--- src/rtl/wrr_pkg.sv ---
// Shared types, defaults and helpers for the weighted round-robin scheduler.
// Holds the FSM state enum and the quantum clamp used at arbitration time.
package wrr_pkg;

    typedef enum logic [1:0] {
        IDLE,
        ARB,
        HOLD,
        GAP
    } state_t;

    localparam int N_DEF        = 8;
    localparam int WW_DEF       = 4;
    localparam int MAX_HOLD_DEF = 15;

    // A zero weight still earns one cycle; oversize weights saturate.
    function automatic int unsigned clamp_quantum(
        input int unsigned w,
        input int unsigned max_hold
    );
        if (w == 0) return 1;
        if (w > max_hold) return max_hold;
        return w;
    endfunction

endpackage

--- src/rtl/wrr_grant_scheduler_if.sv ---
// Request/grant bundle between the requesters and the WRR scheduler.
// master: request, weight, done out; grant, grant_id, busy, hold_cnt in.
interface wrr_grant_scheduler_if #(
    parameter int N  = wrr_pkg::N_DEF,
    parameter int WW = wrr_pkg::WW_DEF
);
    localparam int IW = (N > 1) ? $clog2(N) : 1;

    logic [N-1:0]    request;
    logic [N*WW-1:0] weight;
    logic            done;
    logic [N-1:0]    grant;
    logic [IW-1:0]   grant_id;
    logic            busy;
    logic [WW-1:0]   hold_cnt;

    modport master (
        output request, weight, done,
        input  grant, grant_id, busy, hold_cnt
    );

    modport slave (
        input  request, weight, done,
        output grant, grant_id, busy, hold_cnt
    );

endinterface

--- src/rtl/wrr_rr_pick.sv ---
// Rotating priority encoder: first set request at or after ptr, mod N.
// Ports: request, ptr in; found, idx out. Purely combinational.
module wrr_rr_pick #(
    parameter int N  = 8,
    parameter int IW = 3
) (
    input  logic [N-1:0]  request,
    input  logic [IW-1:0] ptr,
    output logic          found,
    output logic [IW-1:0] idx
);
    localparam int W2 = 2 * N;

    logic [W2-1:0] dbl;
    logic [W2-1:0] masked;

    // Lower copy is masked below ptr; the upper copy supplies wrap-around,
    // so the lowest surviving bit is the rotated first match.
    always_comb begin
        dbl    = {request, request};
        masked = dbl & ~((W2'(1) << ptr) - W2'(1));
        found  = |request;
        idx    = '0;
        for (int i = W2 - 1; i >= 0; i--) begin
            if (masked[i]) idx = (i >= N) ? IW'(i - N) : IW'(i);
        end
    end

endmodule

--- src/rtl/wrr_grant_scheduler.sv ---
// Weighted round-robin grant sequencer: IDLE -> ARB -> HOLD -> GAP.
// Ports: clk, reset (async, active-low), bus (slave side of the WRR bundle).
module wrr_grant_scheduler
    import wrr_pkg::*;
#(
    parameter int N        = N_DEF,
    parameter int WW       = WW_DEF,
    parameter int MAX_HOLD = MAX_HOLD_DEF
) (
    input logic             clk,
    input logic             reset,
    wrr_grant_scheduler_if.slave bus
);
    localparam int IW = (N > 1) ? $clog2(N) : 1;

    state_t        state;
    logic [IW-1:0] ptr;
    logic [IW-1:0] grant_id;
    logic [WW-1:0] q;
    logic [WW-1:0] hold_cnt;
    logic [N-1:0]  grant;
    logic          busy;

    logic          found;
    logic [IW-1:0] pick;
    logic [WW-1:0] w_pick;
    logic          hold_exit;
    logic [IW-1:0] ptr_nxt;

    wrr_rr_pick #(.N(N), .IW(IW)) u_pick (
        .request(bus.request),
        .ptr    (ptr),
        .found  (found),
        .idx    (pick)
    );

    assign w_pick    = bus.weight[int'(pick)*WW +: WW];
    assign hold_exit = (hold_cnt == q) || bus.done
                     || !bus.request[grant_id];
    assign ptr_nxt   = (grant_id == IW'(N - 1)) ? '0
                     : grant_id + IW'(1);

    always_ff @(posedge clk or negedge reset) begin
        if (!reset) begin
            state    <= IDLE;
            ptr      <= '0;
            grant_id <= '0;
            q        <= '0;
            hold_cnt <= '0;
            grant    <= '0;
            busy     <= 1'b0;
        end else begin
            unique case (state)
                IDLE: begin
                    if (|bus.request) begin
                        state <= ARB;
                        busy  <= 1'b1;
                    end
                end
                ARB: begin
                    if (found) begin
                        grant_id <= pick;
                        q        <= WW'(clamp_quantum(32'(w_pick),
                                                      32'(MAX_HOLD)));
                        grant    <= N'(1) << pick;
                        hold_cnt <= WW'(1);
                        state    <= HOLD;
                    end else begin
                        state <= IDLE;
                        busy  <= 1'b0;
                    end
                end
                HOLD: begin
                    if (hold_exit) begin
                        grant    <= '0;
                        hold_cnt <= '0;
                        ptr      <= ptr_nxt;
                        state    <= GAP;
                    end else begin
                        hold_cnt <= hold_cnt + WW'(1);
                    end
                end
                GAP: begin
                    if (|bus.request) begin
                        state <= ARB;
                    end else begin
                        state <= IDLE;
                        busy  <= 1'b0;
                    end
                end
                default: begin
                    state <= IDLE;
                    busy  <= 1'b0;
                end
            endcase
        end
    end

    assign bus.grant    = grant;
    assign bus.grant_id = grant_id;
    assign bus.busy     = busy;
    assign bus.hold_cnt = hold_cnt;

    a_onehot: assert property (@(posedge clk) disable iff (!reset)
        $onehot0(grant));
    a_hold_only: assert property (@(posedge clk) disable iff (!reset)
        (grant == '0) || (state == HOLD));

endmodule

--- src/flat_wrapper.sv ---
// flat-port wrapper written by rule: the top's interface ports become plain ports
module wrr_grant_scheduler_flat import wrr_pkg::*;
#(
    parameter int N        = N_DEF,
    parameter int WW       = WW_DEF,
    parameter int MAX_HOLD = MAX_HOLD_DEF
)
  (clk, reset, bus_request, bus_weight, bus_done, bus_grant, bus_grant_id, bus_busy, bus_hold_cnt);
  wrr_grant_scheduler_if #(.N(N), .WW(WW)) bus_i ();
  input logic clk;
  input logic reset;
  input wire logic [$bits(bus_i.request)-1:0] bus_request;
  input wire logic [$bits(bus_i.weight)-1:0] bus_weight;
  input wire logic [$bits(bus_i.done)-1:0] bus_done;
  output wire logic [$bits(bus_i.grant)-1:0] bus_grant;
  output wire logic [$bits(bus_i.grant_id)-1:0] bus_grant_id;
  output wire logic [$bits(bus_i.busy)-1:0] bus_busy;
  output wire logic [$bits(bus_i.hold_cnt)-1:0] bus_hold_cnt;
  assign bus_i.request = bus_request;
  assign bus_i.weight = bus_weight;
  assign bus_i.done = bus_done;
  assign bus_grant = bus_i.grant;
  assign bus_grant_id = bus_i.grant_id;
  assign bus_busy = bus_i.busy;
  assign bus_hold_cnt = bus_i.hold_cnt;
  wrr_grant_scheduler #(.N(N), .WW(WW), .MAX_HOLD(MAX_HOLD)) u_core (.clk(clk), .reset(reset), .bus(bus_i));
endmodule
--- config.mk ---
export PLATFORM = sky130hd
export DESIGN_NAME = wrr_grant_scheduler_flat
export DESIGN_NICKNAME = d
export VERILOG_FILES = /design/src/rtl/wrr_pkg.sv /design/src/rtl/wrr_grant_scheduler_if.sv /design/src/rtl/wrr_rr_pick.sv /design/src/rtl/wrr_grant_scheduler.sv /design/src/flat_wrapper.sv
export SDC_FILE = /design/constraint.sdc
export NUM_CORES = 1
export LEC_CHECK = 0
export ABC_AREA = 1
export CAP_MARGIN = 20
export CORE_MARGIN = 5
export CORE_UTILIZATION = 51
export CTS_CLUSTER_SIZE = 12
export DETAILED_ROUTE_END_ITERATION = 12
export GPL_TIMING_DRIVEN = 0
export PLACE_DENSITY = 0.85
export SYNTH_ARGS = -nofsm -noshare
export SYNTH_HDL_FRONTEND = slang
export SYNTH_SLANG_ARGS = --single-unit
--- constraint.sdc ---
create_clock -name clk -period 4.1 [get_ports clk]
set_input_delay 0.615 -clock clk [delete_from_list [all_inputs] [get_ports clk]]
set_output_delay 0.615 -clock clk [all_outputs]
set_load 0.05 [all_outputs]
* Word level (Yosys, flattened, before mapping)
Index checks and enable logic that the tools add are counted.
Word-level totals: output and inout port bits 16, register bits 25, logic and storage cells 78, input bits 43
Cells by class: shift operators 3, bitwise logic cells 2, add/sub/neg operators 3, eq/ne operators 9, mux-type cells 38, order comparisons 1, reductions and logical operators 15
Operators with widths (count):
- 3-bit 2-to-1 mux | 17
- 32-bit by 6-bit variable part select with 4-bit output | 1
- 16-bit AND | 1
- 8-bit 2-to-1 mux | 2
- 16-bit inverter | 1
- 8-bit case mux with 2 select lines | 1
- 1-bit by 3-bit left shift with 16-bit output, first input constant | 1
- 16-bit by 1-bit subtractor with 16-bit output, second input constant | 1
- 4-bit 2-to-1 mux | 3
- 1-bit 2-to-1 mux | 8
- 2-bit case mux with 4 select lines | 1
- 4-bit case mux with 2 select lines | 1
- 2-bit AND reduction | 4
- 8-bit OR reduction | 1
- 1-bit by 3-bit left shift with 8-bit output, first input constant | 1
- 2-bit 2-to-1 mux | 3
- 2-bit by 1-bit != test with 1-bit output, second input constant | 3
- 3-bit AND reduction | 2
- 4-bit by 1-bit adder with 4-bit output, second input constant | 1
- 2-bit equality test, second input constant | 2
- 4-bit equality test | 1
- 4-bit zero test | 1
- 3-bit by 4-bit < comparator with 1-bit output, second input constant | 1
- 2-bit nonzero test | 2
- 10 further kinds | 11

* Depth between registers and ports, before layout
depth in word-level cells 26, depth in mapped cells 23

* By module
From an unflattened synthesis, not the netlist that was laid out.
Second synthesis, totals: cells, all modules 309, area total of the unflattened synthesis 1939.4 um^2
Modules (own cells, without submodules):
- wrr_grant_scheduler | instances 1, seq. area each 625.6 um^2, cells an instance 237, area each 1594.0 um^2
- wrr_rr_pick | instances 1, seq. area each 0.0 um^2, cells an instance 72, area each 345.3 um^2

* Worst setup path before layout
No wires, ideal clock.
kind register to register, from reg u_core.ptr[2], to reg u_core.q[0], data required time 3.981 ns, slack 1.791 ns, path buffers 1, stages on the path, launching flop included 23, clock period less this slack 2.309 ns, arrival 2.190 ns, path through dfrtp_1 > nor2_4 > nand2_1 > ha_1 > inv_1 > nand2_1 > nand3_2 > nand3_1 > nand2_1 > clkinv_1 > nand2_1 > nand2_1 > nand2_2 > nand2_2 > nand2_2 > buf_2 > nand3_1 > nand3_1 > nand2_1 > nand2_1 > inv_1 > nand2_1 > nand2_1
On the way: cells in the longest elaborated chain, start to end 26, elaborated cells on any way between the ends 27, classes of those cells add/sub: 1; shift: 2; mux: 21; bitwise: 2; reduce/logical: 1
Ends and longest elaborated chain:
- start, declared | line wrr_grant_scheduler.sv:17 | logic [IW-1:0] ptr;
- start signal, assigned | line wrr_grant_scheduler.sv:77 | ptr <= ptr_nxt;
- 1-bit by 3-bit left shift with 16-bit output (*) | line wrr_rr_pick.sv:21 | masked = dbl & ~((W2'(1) << ptr) - W2'(1));
- 16-bit by 1-bit subtractor with 16-bit output (*) | line wrr_rr_pick.sv:21
- 16-bit inverter (*) | line wrr_rr_pick.sv:21
- 16-bit AND (*) | line wrr_rr_pick.sv:21
- 3-bit 2-to-1 mux (15 in series) | line wrr_rr_pick.sv:25 | if (masked[i]) idx = (i >= N) ? IW'(i - N) : IW'(i);
- 3-bit 2-to-1 mux (*) | line wrr_rr_pick.sv:25
- 32-bit by 6-bit variable part select with 4-bit output (*) | line wrr_grant_scheduler.sv:37 | assign w_pick = bus.weight[int'(pick)*WW +: WW];
- 4-bit zero test | line wrr_pkg.sv:21 | if (w == 0) return 1;
- 1-bit 2-to-1 mux | line wrr_pkg.sv:21
- 1-bit 2-to-1 mux | line wrr_grant_scheduler.sv:61 | if (found) begin
- 1-bit 2-to-1 mux | line wrr_grant_scheduler.sv:53 | unique case (state)
- 4-bit 2-to-1 mux (*) | line wrr_pkg.sv:22 | if (w > max_hold) return max_hold;
- end signal, assigned | line wrr_grant_scheduler.sv:63 | q <= WW'(clamp_quantum(32'(w_pick),
- end, declared | line wrr_grant_scheduler.sv:19 | logic [WW-1:0] q;
Mark *: on every way between the ends. The rest lies on a longest branch, timed or not. The select of a mux whose other input is x is not followed. A chain may end at the register's enable or synchronous reset.

* Final worst setup path
Ends and elaborated chain as after synthesis.

==> impl_metrics.yaml <==
yosys:
  synthAdderAreaFrac: 0.05646
  synth_area_mm2: 0.001994
  yosys.area_share.simple: 0.3588
  syn_inst: 294
  synth_area_leaders: "dfrtp_1 (31%), nand2_1 (12%), nand3_1 (9.0%), o21ai_0 (8.0%), inv_1 (7.0%)"
  ys_ff_latch: 25
  synth_mux_area_frac: 0
  synth_compound_area_frac: 0.1462
  synth-xor-area-share: 0.02635
  yosysUniqueCellTypes: 31
  synth_top_family_by_area: "simple AND/OR/NAND/NOR gates"
  synth.top_cell.area_share: 0.3137
  synth-warning-count: 0
  synth_seq_area_share: 0.3137
  synth_nets: 346
  synth_area_per_cell_um2: 6.784
  synth_top_area_cell: "dfrtp_1"
floorplanning:
  rows: 22
  ios: 59
  die-area_mm2: 0.005261
  start_util: 0.5367
  core_mm2: 0.003716
  die_width_um: 72.54
  fp.dieH_um: 72.54
drt:
  top_layer_used: "met4"
  firstDrtPassIters: 4
  wl_mm: 5.216
  antenna_left: 0
  vias: 2145
  met3_length_um: 405
  wire_per_inst_um: 12.88
  viasPerCell: 5.296
  drc: 0
  first_iter_violations: 160
  wl_met2_mm: 2.436
  met1_length_mm: 2.315
cells_and_area:
  multi_input_area_mm2: 0.001172
  layout_common_cells: "nand2_1 (64), clkdlybuf4s50_1 (58), inv_1 (37)"
  regArea_um2: 625.6
  diodes: 0
  final_common_cell: "nand2_1"
  utilization: 0.7266
  fill_cells: 317
  syn2layout_area_growth_pct: 35.38
  postLayoutCellArea_mm2: 0.002700
  nets: 410
  drive_above_1_share: 0.06723
  fin_cells: 405
placed_design:
  gp_congestion: 0.9244
  placedCellCount: 400
  hpwlAfterDp_mm: 4.222
  post_dp_cell_area_mm2: 0.002635
  port_buffers: 58
  place_ws_ns: 1.234
sta:
  slew_viol_final: 0
  fin_setup_tns_ns: 0
  post-route-min-period_ns: 2.687
  setup_slack_ns: 1.413
  final.period_utilization: 0.6554
  setup_viol: 0
  finalHoldViolations: 0
  tightest_slew_ns: 0.5724
  fmax_ghz: 0.3721
  whs_ns: 0.5051
  rsz0062_at_grt: "no"
  maxSlewHeadroom: 0.6170
  fin_skew_ns: 0.01167
worst_setup_path:
  cp.arrival_ns: 2.86
  slowest_stage: "dfrtp_1"
  r2r_cells: 18
  path_max_fanout: 7
  crit_type: "register to register"
  path_cells: "nor2_4, nand2_1, ha_1, inv_1, nand4_1, nand3_1, and2_1, o211ai_1, nand2_1, inv_1, nand2_1, nor2_1, nand3_1, nand2_1, nand2_1, inv_1, nand2_1, nand2_1"
  r2r_slack_ns: 1.41
  critPathLaunchType: "register"
  required_ns: 4.28
  end_kind: "register"
  cp_slowest_stage_delay_ns: 0.49
  reg2reg_from: "u_core.ptr[2]$_DFFE_PN0P_"
  worstReg2RegEnd: "u_core.q[0]$_DFFE_PN0P_"
  crit_top_cell: "nand2_1"
power_and_ir_drop:
  power_mw: 2.111
  vdd_drop_max_v: 0.0004084
  cellLeakagePower_nw: 1.283
  power_density_mw_per_mm2: 781.9
status:
  outcome: "finished, final reports clean"
global_routing:
  antenna_found_initial: 0
  grt_pass1_vias: 2022
  grt_pass1_wl_mm: 8.756
  gr-total-overflow: 0
  grt_use_total: 0.2037
  grt_max_degree: 26
clock_tree:
  clk_latency_ns: 0.28
  ctsResizeCount: 0
  hold_buffers: 0
  htreeDepth: 1
  cts_root_buf: "clkbuf_8"
  cts_buffer_depth: 2
  cts_buffers: 3
  post-cts-setup-buffers: 0
  tritoncts: "done"
  clk_pin_slew_ns: 0.10
  cts_num_sinks: 25
min_path:
  hp-class: "register to register"
  hold_path_depth: 1
  min-delay-start: "u_core.bus.busy$_DFFE_PN0P_"
  worstHoldEndpoint: "u_core.bus.busy$_DFFE_PN0P_"
flow_run:
  max-cap-violations: 0
## per-layer routing
| metal | GRT usage | vias up |
|---|---|---|
| met1 | 0.2671 | 959 |
| met2 | 0.3347 | 92 |
| met3 | 0.04432 | 7 |
| met4 | 0.06148 | 0 |
| met5 | 0 | - |
| li1 | - | 1087 |
## state kept, by name (all words and copies together), names as in the netlist, named ones only
signal / flops
u_core.bus.grant: 8
u_core.bus.hold_cnt: 4
u_core.q: 4
u_core.bus.grant_id: 3
u_core.ptr: 3
u_core.bus.busy: 1
u_core.state: 1
## synthesized netlist by cell type, drive strengths merged
cell,instances
o21a,1
ha,9
a32o,1
a22o,1
xnor2,4
and3,1
buf,4
clkbuf,1
nor2,35
and2,1
nor4,1
a21oi,13
o211ai,2
inv,40
nand4,7
nand3b,3
dfrtp,25
clkinv,1
nand3,37
xor2,2
nand2,71
o21ai,34
## power breakdown
part | total, mW | switching [mW] | internal (mW)
logic | 1.51 | 0.976 | 0.531
clock network | 0.154 | 0.0825 | 0.0713
registers | 0.450 | 0.106 | 0.344
total | 2.11 | 1.16 | 0.947
## critical path: cells and delay by family (launching register included)
kind | cells | cell delay [ns]
AOI/OAI and AO/OA | 1 | 0.12
and+or+nand+nor | 13 | 1.37
DFF | 1 | 0.49
buffers and inverters | 3 | 0.33
adders and majority gates | 1 | 0.28
## how the worst max path moves through the flow
stage | start | to | slack (ns) | cells after the start
4_1_cts | u_core.ptr[2]$_DFFE_PN0P_ | u_core.q[0]$_DFFE_PN0P_ | 1.45 | 22
3_5_place_dp | bus_request[2] | u_core.bus.hold_cnt[2]$_DFFE_PN0P_ | 1.23 | 8
2_1_floorplan | u_core.ptr[2]$_DFFE_PN0P_ | u_core.q[0]$_DFFE_PN0P_ | 1.79 | 22
3_3_place_gp | bus_request[2] | u_core.bus.hold_cnt[2]$_DFFE_PN0P_ | 1.17 | 8
6_report | u_core.ptr[2]$_DFFE_PN0P_ | u_core.q[0]$_DFFE_PN0P_ | 1.41 | 18
5_1_grt | u_core.ptr[2]$_DFFE_PN0P_ | u_core.q[0]$_DFFE_PN0P_ | 1.07 | 23
## kinds of logic after synthesis
| group | Yosys count |
|---|---|
| adders and majority gates | 9 |
| AOI/OAI and AO/OA | 52 |
| buffers and inverters | 46 |
| and+or+nand+nor | 156 |
| DFF | 25 |
| xor gates and xnor gates | 6 |
## cell type report
class                   count  area share
clock inverters             1    0.003244
plain buffers               5     0.01576
repair buffers             59      0.2206
well taps                  48     0.02224
multi-input cells         223      0.4342
flip-flops and latches     25      0.2317
inverters                  41     0.05700
clock buffers               3     0.01529
(Power assumes the default switching activity.)
